[src/rtl/input_ram_sequencer.sv]
// input_ram_sequencer
//   Reads a 1-bit-wide input-sample RAM (synchronous read, registered address)
//   from address 0 to NUM_INPUTS-1. Each bit goes to the neuron/MAC stage with
//   its index over a valid/ready handshake. The sequencer also counts the
//   1-bits (input spikes) in the sample.
//
// Ports
//   clk, rst_n   clock (rising edge), asynchronous active-low reset
//   start        1-cycle request to stream one sample (ignored unless idle)
//   abort        synchronous cancel back to idle; takes priority over start
//   ram_addr     RAM read address (driven combinationally)
//   ram_q        RAM data for the address registered on the previous edge
//   bit_valid    bit_data/bit_index valid
//   bit_ready    downstream accept; a transfer occurs when bit_valid & bit_ready
//   bit_data     streamed input bit
//   bit_index    address of bit_data
//   busy         high while priming or streaming
//   done         1-cycle pulse after the last transfer
//   spike_count  number of 1-bits transferred in the current/last sample
module input_ram_sequencer #(
  parameter int unsigned ADDR_WIDTH = 10,
  parameter int unsigned NUM_INPUTS = 784,
  parameter int unsigned CNT_WIDTH  = 11
) (
  input  logic                  clk,
  input  logic                  rst_n,
  input  logic                  start,
  input  logic                  abort,
  output logic [ADDR_WIDTH-1:0] ram_addr,
  input  logic                  ram_q,
  output logic                  bit_valid,
  input  logic                  bit_ready,
  output logic                  bit_data,
  output logic [ADDR_WIDTH-1:0] bit_index,
  output logic                  busy,
  output logic                  done,
  output logic [CNT_WIDTH-1:0]  spike_count
);

  typedef enum logic [1:0] {
    S_IDLE,
    S_PRIME,
    S_STREAM,
    S_DONE
  } state_t;

  localparam logic [ADDR_WIDTH-1:0] LAST_IDX = ADDR_WIDTH'(NUM_INPUTS - 1);

  state_t                state_q, state_d;
  logic [ADDR_WIDTH-1:0] idx_q, idx_d;
  logic [CNT_WIDTH-1:0]  spike_count_q, spike_count_d;
  logic                  fire;

  always_comb begin
    state_d       = state_q;
    idx_d         = idx_q;
    spike_count_d = spike_count_q;
    ram_addr      = '0;
    bit_valid     = 1'b0;
    bit_data      = 1'b0;
    bit_index     = '0;
    busy          = 1'b0;
    done          = 1'b0;
    fire          = 1'b0;

    unique case (state_q)
      S_IDLE: begin
        if (start) begin
          state_d       = S_PRIME;
          idx_d         = '0;
          spike_count_d = '0;
        end
      end

      // Address 0 is presented for one edge so ram_q holds ram[0] on STREAM entry.
      S_PRIME: begin
        busy    = 1'b1;
        state_d = S_STREAM;
      end

      // The address runs one step ahead only on a transfer, so ram_q stays
      // stable during backpressure. On the final transfer the address stays
      // at the last index and never runs past the sample.
      S_STREAM: begin
        busy      = 1'b1;
        bit_valid = 1'b1;
        bit_data  = ram_q;
        bit_index = idx_q;
        ram_addr  = idx_q;
        fire      = bit_ready;
        if (fire) begin
          spike_count_d = spike_count_q + CNT_WIDTH'(ram_q);
          if (idx_q == LAST_IDX) begin
            state_d = S_DONE;
          end else begin
            idx_d    = idx_q + ADDR_WIDTH'(1);
            ram_addr = idx_q + ADDR_WIDTH'(1);
          end
        end
      end

      S_DONE: begin
        done    = 1'b1;
        state_d = S_IDLE;
      end

      default: state_d = S_IDLE;
    endcase

    // An abort leaves the partial count and the index unchanged.
    if (abort) begin
      state_d       = S_IDLE;
      idx_d         = idx_q;
      spike_count_d = spike_count_q;
    end
  end

  always_ff @(posedge clk or negedge rst_n) begin
    if (!rst_n) begin
      state_q       <= S_IDLE;
      idx_q         <= '0;
      spike_count_q <= '0;
    end else begin
      state_q       <= state_d;
      idx_q         <= idx_d;
      spike_count_q <= spike_count_d;
    end
  end

  assign spike_count = spike_count_q;

endmodule

[config.mk]
export PLATFORM = sky130hd
export DESIGN_NAME = input_ram_sequencer
export DESIGN_NICKNAME = d
export VERILOG_FILES = /design/src/rtl/input_ram_sequencer.sv
export SDC_FILE = /design/constraint.sdc
export NUM_CORES = 1
export LEC_CHECK = 0
export BUFFER_PORTS_ARGS = -buffer_cell sky130_fd_sc_hd__buf_2
export CAP_MARGIN = 30
export CORE_ASPECT_RATIO = 1.2
export CORE_MARGIN = 2
export CORE_UTILIZATION = 35
export CTS_CLUSTER_DIAMETER = 40
export DETAILED_ROUTE_END_ITERATION = 8
export SLEW_MARGIN = 25
export SYNTH_ARGS = -nofsm -noshare
export SYNTH_HDL_FRONTEND = slang
export SYNTH_SLANG_ARGS = --single-unit
export TNS_END_PERCENT = 5
[constraint.sdc]
create_clock -name clk -period 2.1 [get_ports clk]
set_input_delay 0.105 -clock clk [delete_from_list [all_inputs] [get_ports clk]]
set_output_delay 0.105 -clock clk [all_outputs]
set_load 0.1 [all_outputs]
==> metrics list, run 1 <==
* Via density: 5.37
* Maximum fanout along the worst path: 7
- Result of the run: complete, but fails checks
* Ratio of final minimum period to clock period: 1.05
- Power spread over the standard cell area amounts to between 700 and 800 nW/um^2.
- The final route contains 1595 vias.
- The number of clock buffers added by TritonCTS is 3.
* Slew Limit Fails: 0
* Rows: 27
* Worst reg-to-reg path cell count: 6
* Violations in the final reports: negative setup slack
* Yosys top cell area share: 0.340
- Die height: about 80 microns
- For this run, the top clock speed supported by timing is between 400 and 500 MHz.
* Total routed wirelength: 4.33 mm
* Number of failing setup endpoints in the final timing report: 4
- The share of the Yosys chip area taken by registers is 0.340.
* DR WL/cell: 14.6 microns
* Non-filler instance count after layout: just under 300
- The worst setup path is captured at an output port.
- DRC errors left: 0
- Number of endpoints with negative hold slack in the final report: 0
- CTS sink cnt: 23
- The core region is roughly 4600 sq um.
- Most used DFF post-synth: sky130_fd_sc_hd__dfrtp_1
- Number of diodes: 0
- For this run, the share of the core covered by cells in the final layout is 0.516.
* Clk root buf: sky130_fd_sc_hd__clkbuf_8
- The clock reaches the later pin of the worst-skew pair after around 0.27 ns.
- VDD sags by at most between 0.2 and 0.3 mV.
- Die footprint: 5410 sq um
- The first detailed-routing pass ran for 4 iterations.
- Counting the fill cells in the layout gives 425.
- Storage cell area: just under 600 sq um
* Antenna violation net count after detailed routing: 0
* Total of buffers placed on input and output ports: 40
- Category of the critical setup timing path: flop to output port
- Routed signal wires occupy layers up through met4.
- The detailed router put a total of between 1.5 and 2 mm of wire on met1.
- Detailed-routed wire length on met3: ~160 microns
- Leakage power of the design: a little over 1 nW
- Yosys attributes the largest share of cell area to sky130_fd_sc_hd__dfrtp_1 34%, sky130_fd_sc_hd__and2_1 5.5%, sky130_fd_sc_hd__ha_1 4.4%.
* Number of register bits inferred by synthesis: 23
- Across all setup checks in the final design, the least slack found is -0.115 ns.
- Depth of the CTS H-tree: 1
- Worst Setup SP: idx_q[7]$_DFFE_PN0P_
- Half-perimeter wire length after detailed placement: 3.21 mm
- Unique masters post-synth: 51
* First-pass GRT wire length: 7.34 mm
- After synthesis, the mean cell area works out to between 8 and 9 sq um.
* Share of synthesized registers carrying an async set or reset: 1.00
* Initial standard-cell utilization of the core: 0.366
- Net count of the finished layout: around 250
- Worst slack, placed: 0.0323 ns
* Synthesized netlist net count: between 200 and 250
- Ports: 41
- The worst pin sits at a relative slew slack of 0.627.
- Fin Clk Skew: 0.00817 ns
- TritonCTS built the clock tree.
* Met2 wire length: between 2 and 2.5 mm
- In this run, the number of DRC markers left after iteration 0 of detailed routing was 67.
- Data on the critical path is required at its endpoint by about 2.0 ns.
- Final TNS setup: -0.296 ns
- Yosys mapped a number of flops with a built-in enable equal to 0.
* Flop2flop setup slack: around 0.18 ns
* Minimum clock period: ~2.2 ns
* Capturing element of the worst setup path: ram_addr[3]
- At the end of routability-driven placement, the weighted congestion stood at 0.768.
* Count of maximum capacitance violations: 0
* Warnings, synthesis: 0
- Transition time at the pin with the least slew margin: roughly 0.56 ns
- From left edge to right edge, the die measures ~68 microns.
* Multi-input gate area: 1140 sq um
- Mapped cell area: 1690 sq um
* Type of origin of the critical path: flop
- The number of placed instances, taps included, is 290.
- Largest net degree at the start of global routing: 28
- Of all cell types, the one taking the most synthesized area is sky130_fd_sc_hd__dfrtp_1.
- Of the cells placed in the final design, the portion with a size suffix greater than 1 is 0.444.
* Antenna violations before repair: 0
- Setup repair after global routing could not meet its margin everywhere.
- Counting along the longest clock path gives a buffer depth of 2.
* Number of global-route vias before repair: between 1500 and 2000
- Counting every instance in the synthesized netlist gives roughly 190.
* Terminus of the critical flop-to-flop path: spike_count[7]$_DFFE_PN0P_
- Critical Path AT: around 2.1 ns
- Relative to the synthesized area, the layout overhead comes to 40.9%.
- Clk pin slew, worst setup/hold paths: approximately 0.08 ns
- Total power draw: roughly 1.7 mW
* Total overflow reported by the global router: 0
- The startpoint identified for the worst register-to-register timing path is state_q[1]$_DFFE_PN0P_.
- The path class of the tightest hold or removal check is input pin to flop.
* Overall global routing resource usage: 0.175
[report_power, final]
group          switching [mW]  internal [mW]  total, mW
logic                   0.656          0.295      0.951
registers              0.0307          0.474      0.504
clock network           0.153          0.133      0.286
[placed cells by master, fill, tap and decap left out, types with 3 or more instances in the layout]
cell / Yosys / layout
sky130_fd_sc_hd__and2_1: 15 / 4
sky130_fd_sc_hd__o31ai_1: 3 / 3
sky130_fd_sc_hd__nand2b_1: 3 / 3
sky130_fd_sc_hd__dfrtp_1: 23 / 19
sky130_fd_sc_hd__ha_1: 6 / 4
sky130_fd_sc_hd__xnor2_1: 7 / 7
sky130_fd_sc_hd__mux2_2: 3 / 3
sky130_fd_sc_hd__buf_4: 0 / 18
sky130_fd_sc_hd__nor3_2: 1 / 3
sky130_fd_sc_hd__nor3_1: 7 / 4
sky130_fd_sc_hd__nand3_1: 7 / 7
sky130_fd_sc_hd__inv_1: 10 / 9
sky130_fd_sc_hd__or3_1: 4 / 3
sky130_fd_sc_hd__nand4_1: 7 / 7
sky130_fd_sc_hd__buf_2: 4 / 23
sky130_fd_sc_hd__nor2b_1: 4 / 3
sky130_fd_sc_hd__a21oi_1: 7 / 7
sky130_fd_sc_hd__o21ai_0: 7 / 7
sky130_fd_sc_hd__a22o_1: 5 / 5
sky130_fd_sc_hd__nand2_1: 11 / 11
sky130_fd_sc_hd__and2_2: 1 / 11
sky130_fd_sc_hd__buf_12: 0 / 10
sky130_fd_sc_hd__clkbuf_4: 0 / 7
sky130_fd_sc_hd__clkbuf_8: 0 / 3
sky130_fd_sc_hd__nor2_1: 7 / 6
sky130_fd_sc_hd__dfrtp_2: 0 / 4
[worst min path at each step]
stage,start,to,slack (ns),cells past startpoint
final,abort,state_q[0]$_DFFE_PN0P_,0.18,2
after detailed placement,rst_n,spike_count[3]$_DFFE_PN0P_,0.13,1
after global routing,abort,state_q[0]$_DFFE_PN0P_,0.20,2
after CTS,abort,state_q[0]$_DFFE_PN0P_,0.17,2
after global placement,rst_n,spike_count[2]$_DFFE_PN0P_,0.12,1
after floorplan,rst_n,idx_q[0]$_DFFE_PN0P_,-0.19,0
[layout make-up]
class                           instances  area share
Multi-Input combinational cell        143       0.476
Inverter                               10      0.0157
Tap cell                               58      0.0304
Timing Repair Buffer                   59       0.215
Sequential cell                        23       0.243
Clock buffer                            3      0.0173
Clock inverter                          1     0.00210
[registers in the layout, summed over array words and instances, names as in the netlist]
signal,count
spike_count,11
idx_q,10
state_q,2
[through the flow]
step                      hold slack, ns  instance area (sq um)
after floorplan                   -0.191                   1790
after global placement             0.122                   2240
after CTS                          0.172                   2330
after global routing               0.197                   2390
after detailed placement           0.132                   2240
final                              0.177                   2390
[worst max-delay path, stage by stage, from the launching register on]
cell and delay (ns):
sky130_fd_sc_hd__dfrtp_1 0.39, sky130_fd_sc_hd__or4_4 0.56, sky130_fd_sc_hd__o31ai_4 0.22, sky130_fd_sc_hd__buf_12 0.16, sky130_fd_sc_hd__nor2_4 0.04, sky130_fd_sc_hd__mux2_4 0.31, sky130_fd_sc_hd__buf_12 0.17
[cells by family (layout without fill, tap and decap cells)]
logic type	after synthesis	in the layout	share of synthesized area
muxes	8	8	0.0524
and+or+nand+nor	80	80	0.275
DFF	23	23	0.340
adders and majority gates	6	6	0.0443
xor gates and xnor gates	8	8	0.0414
AOI/OAI and AO/OA	41	41	0.185
buffers and inverters	25	73	0.0628
[cells in the mapped netlist (2+ instances only)]
library cell / instances
sky130_fd_sc_hd__nor4_1: 2
sky130_fd_sc_hd__a21boi_0: 2
sky130_fd_sc_hd__a31o_2: 2
sky130_fd_sc_hd__nand2b_1: 3
sky130_fd_sc_hd__o21ai_0: 7
sky130_fd_sc_hd__clkbuf_1: 10
sky130_fd_sc_hd__and2_1: 15
sky130_fd_sc_hd__buf_2: 4
sky130_fd_sc_hd__or3_1: 4
sky130_fd_sc_hd__mux2i_1: 4
sky130_fd_sc_hd__a22o_1: 5
sky130_fd_sc_hd__xnor2_1: 7
sky130_fd_sc_hd__nand4_1: 7
sky130_fd_sc_hd__nor2_1: 7
sky130_fd_sc_hd__inv_1: 10
sky130_fd_sc_hd__and3_1: 2
sky130_fd_sc_hd__o31ai_1: 3
sky130_fd_sc_hd__o2bb2ai_1: 2
sky130_fd_sc_hd__nor2b_1: 4
sky130_fd_sc_hd__a21oi_1: 7
sky130_fd_sc_hd__nand3_1: 7
sky130_fd_sc_hd__nor3_1: 7
sky130_fd_sc_hd__ha_1: 6
sky130_fd_sc_hd__nand2_1: 11
sky130_fd_sc_hd__o41ai_1: 2
sky130_fd_sc_hd__o21a_1: 2
sky130_fd_sc_hd__mux2_2: 3
sky130_fd_sc_hd__dfrtp_1: 23
[what timing repair did]
| item | 4_1_cts | 5_1_grt |
|---|---|---|
| setup endpoints to repair | 7 | 24 |
| pin swaps | 3 | 4 |
| hold buffers | 1 | 0 |
| setup buffers | 2 | 0 |
| endpoints found under the hold margin | 23 | 0 |
| gates resized for setup | 5 | 17 |
[layer usage]
metal | vias to the layer above | global-route usage
met5 | - | 0
met1 | 775 | 0.231
li1 | 783 | -
met2 | 33 | 0.297
met4 | 0 | 0.0429
met3 | 4 | 0.0252
Power figures use the tool's default switching activity.
==> inputs of run 2 (changes only) <==
- CORE_UTILIZATION: 35 -> 45
- PLACE_DENSITY: unset -> 0.69
==> run 2 against run 1 <==
Effect of this change: the run still ends with negative setup slack left; routed wire length decreased by 6.0%; critical path depth decreased by 1; hold slack got worse by 0.010 ns; via count decreased by 1.7%; sequential share of layout area increased by 0.74 points; critical endpoint unchanged; global-route usage increased by 3.0 points; cell count decreased by 3.0%; power decreased by 1.9%.
==> metrics list, run 2 (same netlist as run 1, synthesis figures left out) <==
* Count of maximum capacitance violations: 0
* Via density: roughly 5.4
* Master of the slowest instance on the critical path: sky130_fd_sc_hd__or4_4
* Maximum root-to-sink buffer count: 2
* VDD IR-drop max: roughly 0.5 mV
* Clk pin slew, worst setup/hold paths: roughly 0.08 ns
- met2 is the most crowded layer.
- Die height: 71.2 microns
- Count of TritonRoute iterations in the first routing pass: 4
- Share of cells above drive strength 1: 0.432
* Total power density per cell area: 737 nW/um^2
- Category of the critical setup timing path: flop to output port
- Cell type group with the largest total delay on the critical path: simple AND/OR/NAND/NOR gates
- Placed cell areas: approximately 2200 sq um
- Of the available clock period, the critical path in the final layout requires 1.05.
- Total power draw: approximately 1.7 mW
- GP Congestion: 0.846
- The final reports fail on negative setup slack.
- Ports: 41
- Fin Clk Skew: ~0.0014 ns
* Leakage power of the design: 0.999 nW
- Type of origin of the critical path: flop
- Number of diodes: 0
- For this block, the initial DRC count from the detailed router was 97.
- Highest Clock Rate: 452 MHz
- The run finished, with violations left.
- Class of the tightest hold or removal check: input pin to flop
- Placeable core region: 3630 sq um
- Clk root buf: sky130_fd_sc_hd__clkbuf_8
- Prior to clock tree synthesis, the placed netlist has a worst setup slack of 0.118 ns.
* Met3 Use GR: 0.0217
- Final Worst Setup Slack: -0.110 ns
- Half-perimeter wire length after detailed placement: 2.92 mm
- Minimum clock period: 2.21 ns
* DRC errors left: 0
* Longest individual stage delay on the worst path: 0.58 ns
- Wires add up to around 4.1 mm.
- Overall global routing resource usage: 0.206
* First-pass GRT wire length: 6.86 mm
* Antenna violations before repair: 0
* Unrepaired setup endpoints after global routing: yes
- Transition time at the pin with the least slew margin: about 0.53 ns
- GR Util met1: 0.270
* Depth of the CTS H-tree: 1
- The register with the most flip-flops in the layout has 11 of them.
* CTS sink cnt: 23
- Worst skew pair latency: about 0.27 ns
* CTS tree: built
- For the worst setup path, the data required time is 2.00 ns.
- The number of hold-slack violations in the final timing report is 0.
- Headroom to the max-slew limit came out at 0.644.
* Initial standard-cell utilization of the core: 0.466
- Capturing element type of the critical path: output port
* Total overflow reported by the global router: 0
- Antenna violation net count after detailed routing: 0
* Number of failing setup endpoints in the final timing report: 3
- Buffers placed on the I/O ports in this run total 40.
* Met2 global-route usage: 0.345
- The number of global-route vias before repair is 1514.
- Routed vias: 1568
- Growth of design area from synthesis to finish: 36.8%
- The initialized floorplan defines 24 standard-cell rows.
* DR WL/cell: between 10 and 15 microns
* Crit-path cells: or4_4, o31ai_4, nor2_2, mux2_4, buf_12
- Counting both buffers and inverters, the worst setup path holds a total of 1.
- Die footprint: about 4300 sq um
- Leaving out fill and tap cells, the most frequent cell in the layout is sky130_fd_sc_hd__buf_2.
- The net count of the finished layout is 249.
- The die is 60.0 microns wide.
- In this run the worst path has a maximum fanout of 4.
- Most used cells in the layout excluding fill and tap cells: 31 x sky130_fd_sc_hd__buf_2, 19 x sky130_fd_sc_hd__dfrtp_1, 14 x sky130_fd_sc_hd__buf_4, 11 x sky130_fd_sc_hd__and2_2, 11 x sky130_fd_sc_hd__nand2_1
- Data on the critical path arrives at its endpoint at 2.11 ns.
- Number of clock buffers inserted by TritonCTS: 3
- The final-report max-slew violation count was 0.
- Fin area: between 2000 and 2500 sq um
- Entering global routing, the biggest net connects 35 pins.
==> run 2: cell types whose count changed in the layout (fill, tap and decap cells not counted), sizes merged <==
cell	before	now
buf	51	55
clkbuf	10	3
==> run 2: through the flow <==
step	std cells	setup TNS (ns)	utilization	hold WS, ns
finish	288	-0.269	0.638	0.167
detailed placement	281	0	0.607	0.118
CTS	288	-0.449	0.629	0.170
global placement	281	0	0.607	0.111
global route	288	-0.640	0.638	0.173
floorplan	191	-0.584	-	-0.191
==> run 2: cell type report <==
cell class / instances / area, sq um
clock buffer: 3 / 41.3
clock inverter: 1 / 5.00
fill: 311 / 1320
inverter: 10 / 37.5
multi-input combinational: 143 / 1130
sequential: 23 / 581
tap: 52 / 65.1
timing repair buffer: 56 / 462
==> run 2: final timing paths <==
check | from | end | slack [ns] | depth (start not counted)
max | idx_q[5]$_DFFE_PN0P_ | ram_addr[3] | -0.11 | 5
min | abort | state_q[0]$_DFFE_PN0P_ | 0.17 | 2
min in group asynchronous | rst_n | spike_count[10]$_DFFE_PN0P_ | 0.34 | 2
max in group asynchronous | rst_n | spike_count[0]$_DFFE_PN0P_ | 1.37 | 2
min reg2reg | spike_count[10]$_DFFE_PN0P_ | spike_count[10]$_DFFE_PN0P_ | 0.56 | 3
max reg2reg | idx_q[0]$_DFFE_PN0P_ | idx_q[0]$_DFFE_PN0P_ | 0.11 | 7
==> run 2: routing by layer <==
metal	wire (microns)	share of wire
met3	132	0.032
met1	1800	0.44
met5	0	0
met2	2090	0.51
met4	47	0.012
==> run 2: timing repair <==
item	CTS	global route
setup buffers	2	0
resized for setup	3	8
endpoints found under the hold margin	23	0
setup endpoints to repair	5	10
hold buffers	1	0
pin swaps	2	3
==> run 2: power breakdown <==
group | switching [mW] | internal (mW) | leakage, nW | total [mW]
Sequential | 0.0338 | 0.474 | 0.313 | 0.507
Combinational | 0.644 | 0.277 | 0.660 | 0.921
Clock | 0.147 | 0.133 | 0.0255 | 0.280
==> inputs of run 3 (changes only) <==
--- a/config.mk
+++ b/config.mk
@@ -14,4 +14,5 @@
 export DETAILED_ROUTE_END_ITERATION = 8
 export PLACE_DENSITY = 0.69
+export SETUP_SLACK_MARGIN = 0.4
 export SLEW_MARGIN = 25
 export SYNTH_ARGS = -nofsm -noshare
==> constraint.sdc (replaced) <==
create_clock -name clk -period 2.1 [get_ports clk]
set_input_delay 0.315 -clock clk [delete_from_list [all_inputs] [get_ports clk]]
set_output_delay 0.315 -clock clk [all_outputs]
set_load 0.1 [all_outputs]
==> run 3 against run 2 <==
Effect of this change: the run still ends with negative setup slack left; critical path depth is the same; cell count grew 2.1%; non-clock buffer count grew 6; power grew 17%; fmax shrank 8.1%; routed wire length grew 10%; via count grew 4.3%; clock skew grew 0.0041 ns; sequential power is essentially flat; flip-flop and latch count is the same; first-iteration DRC count grew 2.1%; sequential share of layout area shrank 3.8 points; critical path type unchanged; largest cell class unchanged; largest power group unchanged; highest routed layer unchanged.
==> metrics list, run 3 (same netlist as run 1, synthesis figures left out) <==
* DR WL/cell: approximately 15 microns
* Ratio of final minimum period to clock period: 1.15
* Cells after DPL: just under 300
- The initial antenna violation count is 0.
- DRC errors left: 0
* Flip-flop count of the largest register after layout: 11
- Startpoint of the lowest-slack register-to-register path: state_q[1]$_DFFE_PN0P_
- Worst skew pair latency: 0.27 ns
- Type of origin of the critical path: flop
* Met2 wire length: ~2.4 mm
* Flop2flop setup slack: roughly 0.09 ns
- Data required, critical path: between 1.5 and 2 ns
* Non-filler instance count after layout: 294
* Maximum fanout along the worst path: 4
- Most common library cell in the layout ignoring fill and taps: sky130_fd_sc_hd__buf_12
* Number of failing setup endpoints in the final timing report: 8
* Critical Path AT: around 2.1 ns
* Ports: 41
- CTS saw 23 sinks.
* Routed vias: around 1600
- The final-report max-slew violation count is 0.
* Fin Clk Skew: between 0.005 and 0.006 ns
- In this run the number of H-tree levels came out at 1.
- Entering global routing, the biggest net connects 25 pins.
- Die footprint: 4270 sq um
- The count of buffers added on input and output ports is 40.
- Placeable core region: 3630 sq um
- Fill cells in the final layout number around 250.
- For this design, the slowest cell found on the critical path is sky130_fd_sc_hd__or4_4.
* Total routed wirelength: ~4.5 mm
- Total overflow reported by the global router: 0
- For this run, the total global-route usage over all layers was measured as 0.219.
- The multi-input combinational cells in the finished layout cover a total of 1250 sq um.
- In this run the worst hold path is classified as input pin to asynchronous set/reset pin.
* GP Congestion: 0.813
- Number of clock buffers inserted by TritonCTS: 3
- Headroom to the max-slew limit came out at 0.641.
* Result of the run: complete, but fails checks
- The tool flagged a number of max-cap violations equal to 0.
* Count of TritonRoute iterations in the first routing pass: 4
* Number of diodes: 0
* Antenna violation net count after detailed routing: 0
* Met1 wire length: 1.84 mm
- Detailed router's first-iteration violation count: slightly below 100
- Half-perimeter wire length after detailed placement: roughly 3.0 mm
* Worst reg-to-reg path cell count: 6
- At the pin with the least slew margin, the transition time is roughly 0.54 ns.
- The floorplan has 24 rows.
- Leakage power of the design: about 1.1 nW
- The number of global-route vias before repair is ~1600.
* Storage cell area: about 580 sq um
- For this run, the post-layout net count is ~260.
- In this design, the stage delay of the slowest critical-path cell is roughly 0.55 ns.
- TritonCTS built the clock tree.
- Die width: ~60 microns
- Top routing layer in use: met4
- Crit-path cells: or4_4, o31ai_4, nor2_2, mux2_4, buf_12
* First-pass GRT wire length: between 7 and 8 mm
* Via density: around 5.6
* Die height: between 70 and 80 microns
- The number of hold-slack violations in the final timing report is 0.
- VDD sags by at most between 0.5 and 0.6 mV.
- Highest Clock Rate: around 420 MHz
- Number of hold buffers added after cts: 0
- Detailed-routed wire length on met3: around 160 microns
- Category of the critical setup timing path: flop to output port
- Clock-pin slew was measured on the worst setup and hold paths at 0.08 ns.
- Most used cells in the layout excluding fill and tap cells: 23 x sky130_fd_sc_hd__buf_12, 21 x sky130_fd_sc_hd__dfrtp_1, 18 x sky130_fd_sc_hd__buf_4, 17 x sky130_fd_sc_hd__buf_2, 11 x sky130_fd_sc_hd__nand2_1
* Violations in the final reports: negative setup slack
* Minimum clock period: between 2 and 2.5 ns
- Growth of design area from synthesis to finish: 60.2%
- Setup repair after global routing could not meet its margin everywhere.
- Final core area utilization: 0.747
- Share of cells above drive strength 1: 0.533
- Clk root buf: sky130_fd_sc_hd__clkbuf_8
* Terminus of the critical flop-to-flop path: spike_count[7]$_DFFE_PN0P_
- Initial standard-cell utilization of the core: 0.466
- The clock passes through at most 2 buffers.
- Final hold slack: between 0.02 and 0.025 ns
* Final TNS setup: -1.62 ns
* Capturing element type of the critical path: output port
- In this run the worst setup path begins at idx_q[5]$_DFFE_PN0P_.
- Across all setup checks in the final design, the least slack found is -0.305 ns.
* Post CTS Setup Buffer Count: 0
- Power spread over the standard cell area amounts to between 700 and 800 nW/um^2.
[run 3: layout make-up]
cell class	instances	area share
multi-input cells	143	0.462
flip-flops and latches	23	0.213
clock buffers	4	0.0166
inverters	10	0.0138
repair buffers	62	0.270
well taps	52	0.0240
[run 3: worst max-delay path: cells and delay by family, from the launching register on]
family / cells / cell delay, ns
simple gates: 2 / 0.62
flops: 1 / 0.38
buf+inv: 1 / 0.17
mux: 1 / 0.32
compound gates: 1 / 0.34
[run 3: repair_timing]
action | 4_1_cts | 5_1_grt
pin swaps | 22 | 22
setup endpoints to repair | 42 | 43
resized for setup | 73 | 19
[run 3: routing by layer]
| layer | vias to the layer above | GRT usage |
|---|---|---|
| met5 | - | 0 |
| met1 | 795 | 0.273 |
| li1 | 794 | - |
| met3 | 10 | 0.0325 |
| met2 | 37 | 0.378 |
| met4 | 0 | 0.0741 |
[run 3: worst max path at each step]
stage | slack (ns) | cells past startpoint | end
2_1_floorplan | -0.32 | 5 | ram_addr[2]
3_3_place_gp | -0.004 | 5 | ram_addr[1]
3_5_place_dp | -0.003 | 5 | ram_addr[1]
4_1_cts | -0.30 | 5 | ram_addr[3]
5_1_grt | -0.38 | 5 | ram_addr[3]
6_report | -0.31 | 5 | ram_addr[3]
[run 3: through the flow]
stage	total power, mW	instance area (sq um)	worst slack [ns]
after detailed placement	1.43	2320	-0.00253
after global placement	1.42	2320	-0.00417
final	2.00	2710	-0.305
after floorplan	1.25	1800	-0.318
after CTS	1.93	2630	-0.302
after global routing	2.09	2710	-0.376
[run 3: report_power, final]
group / internal (mW) / total [mW] / switching [mW]
Clock: 0.136 / 0.286 / 0.150
Sequential: 0.473 / 0.508 / 0.0352
Combinational: 0.457 / 1.20 / 0.747
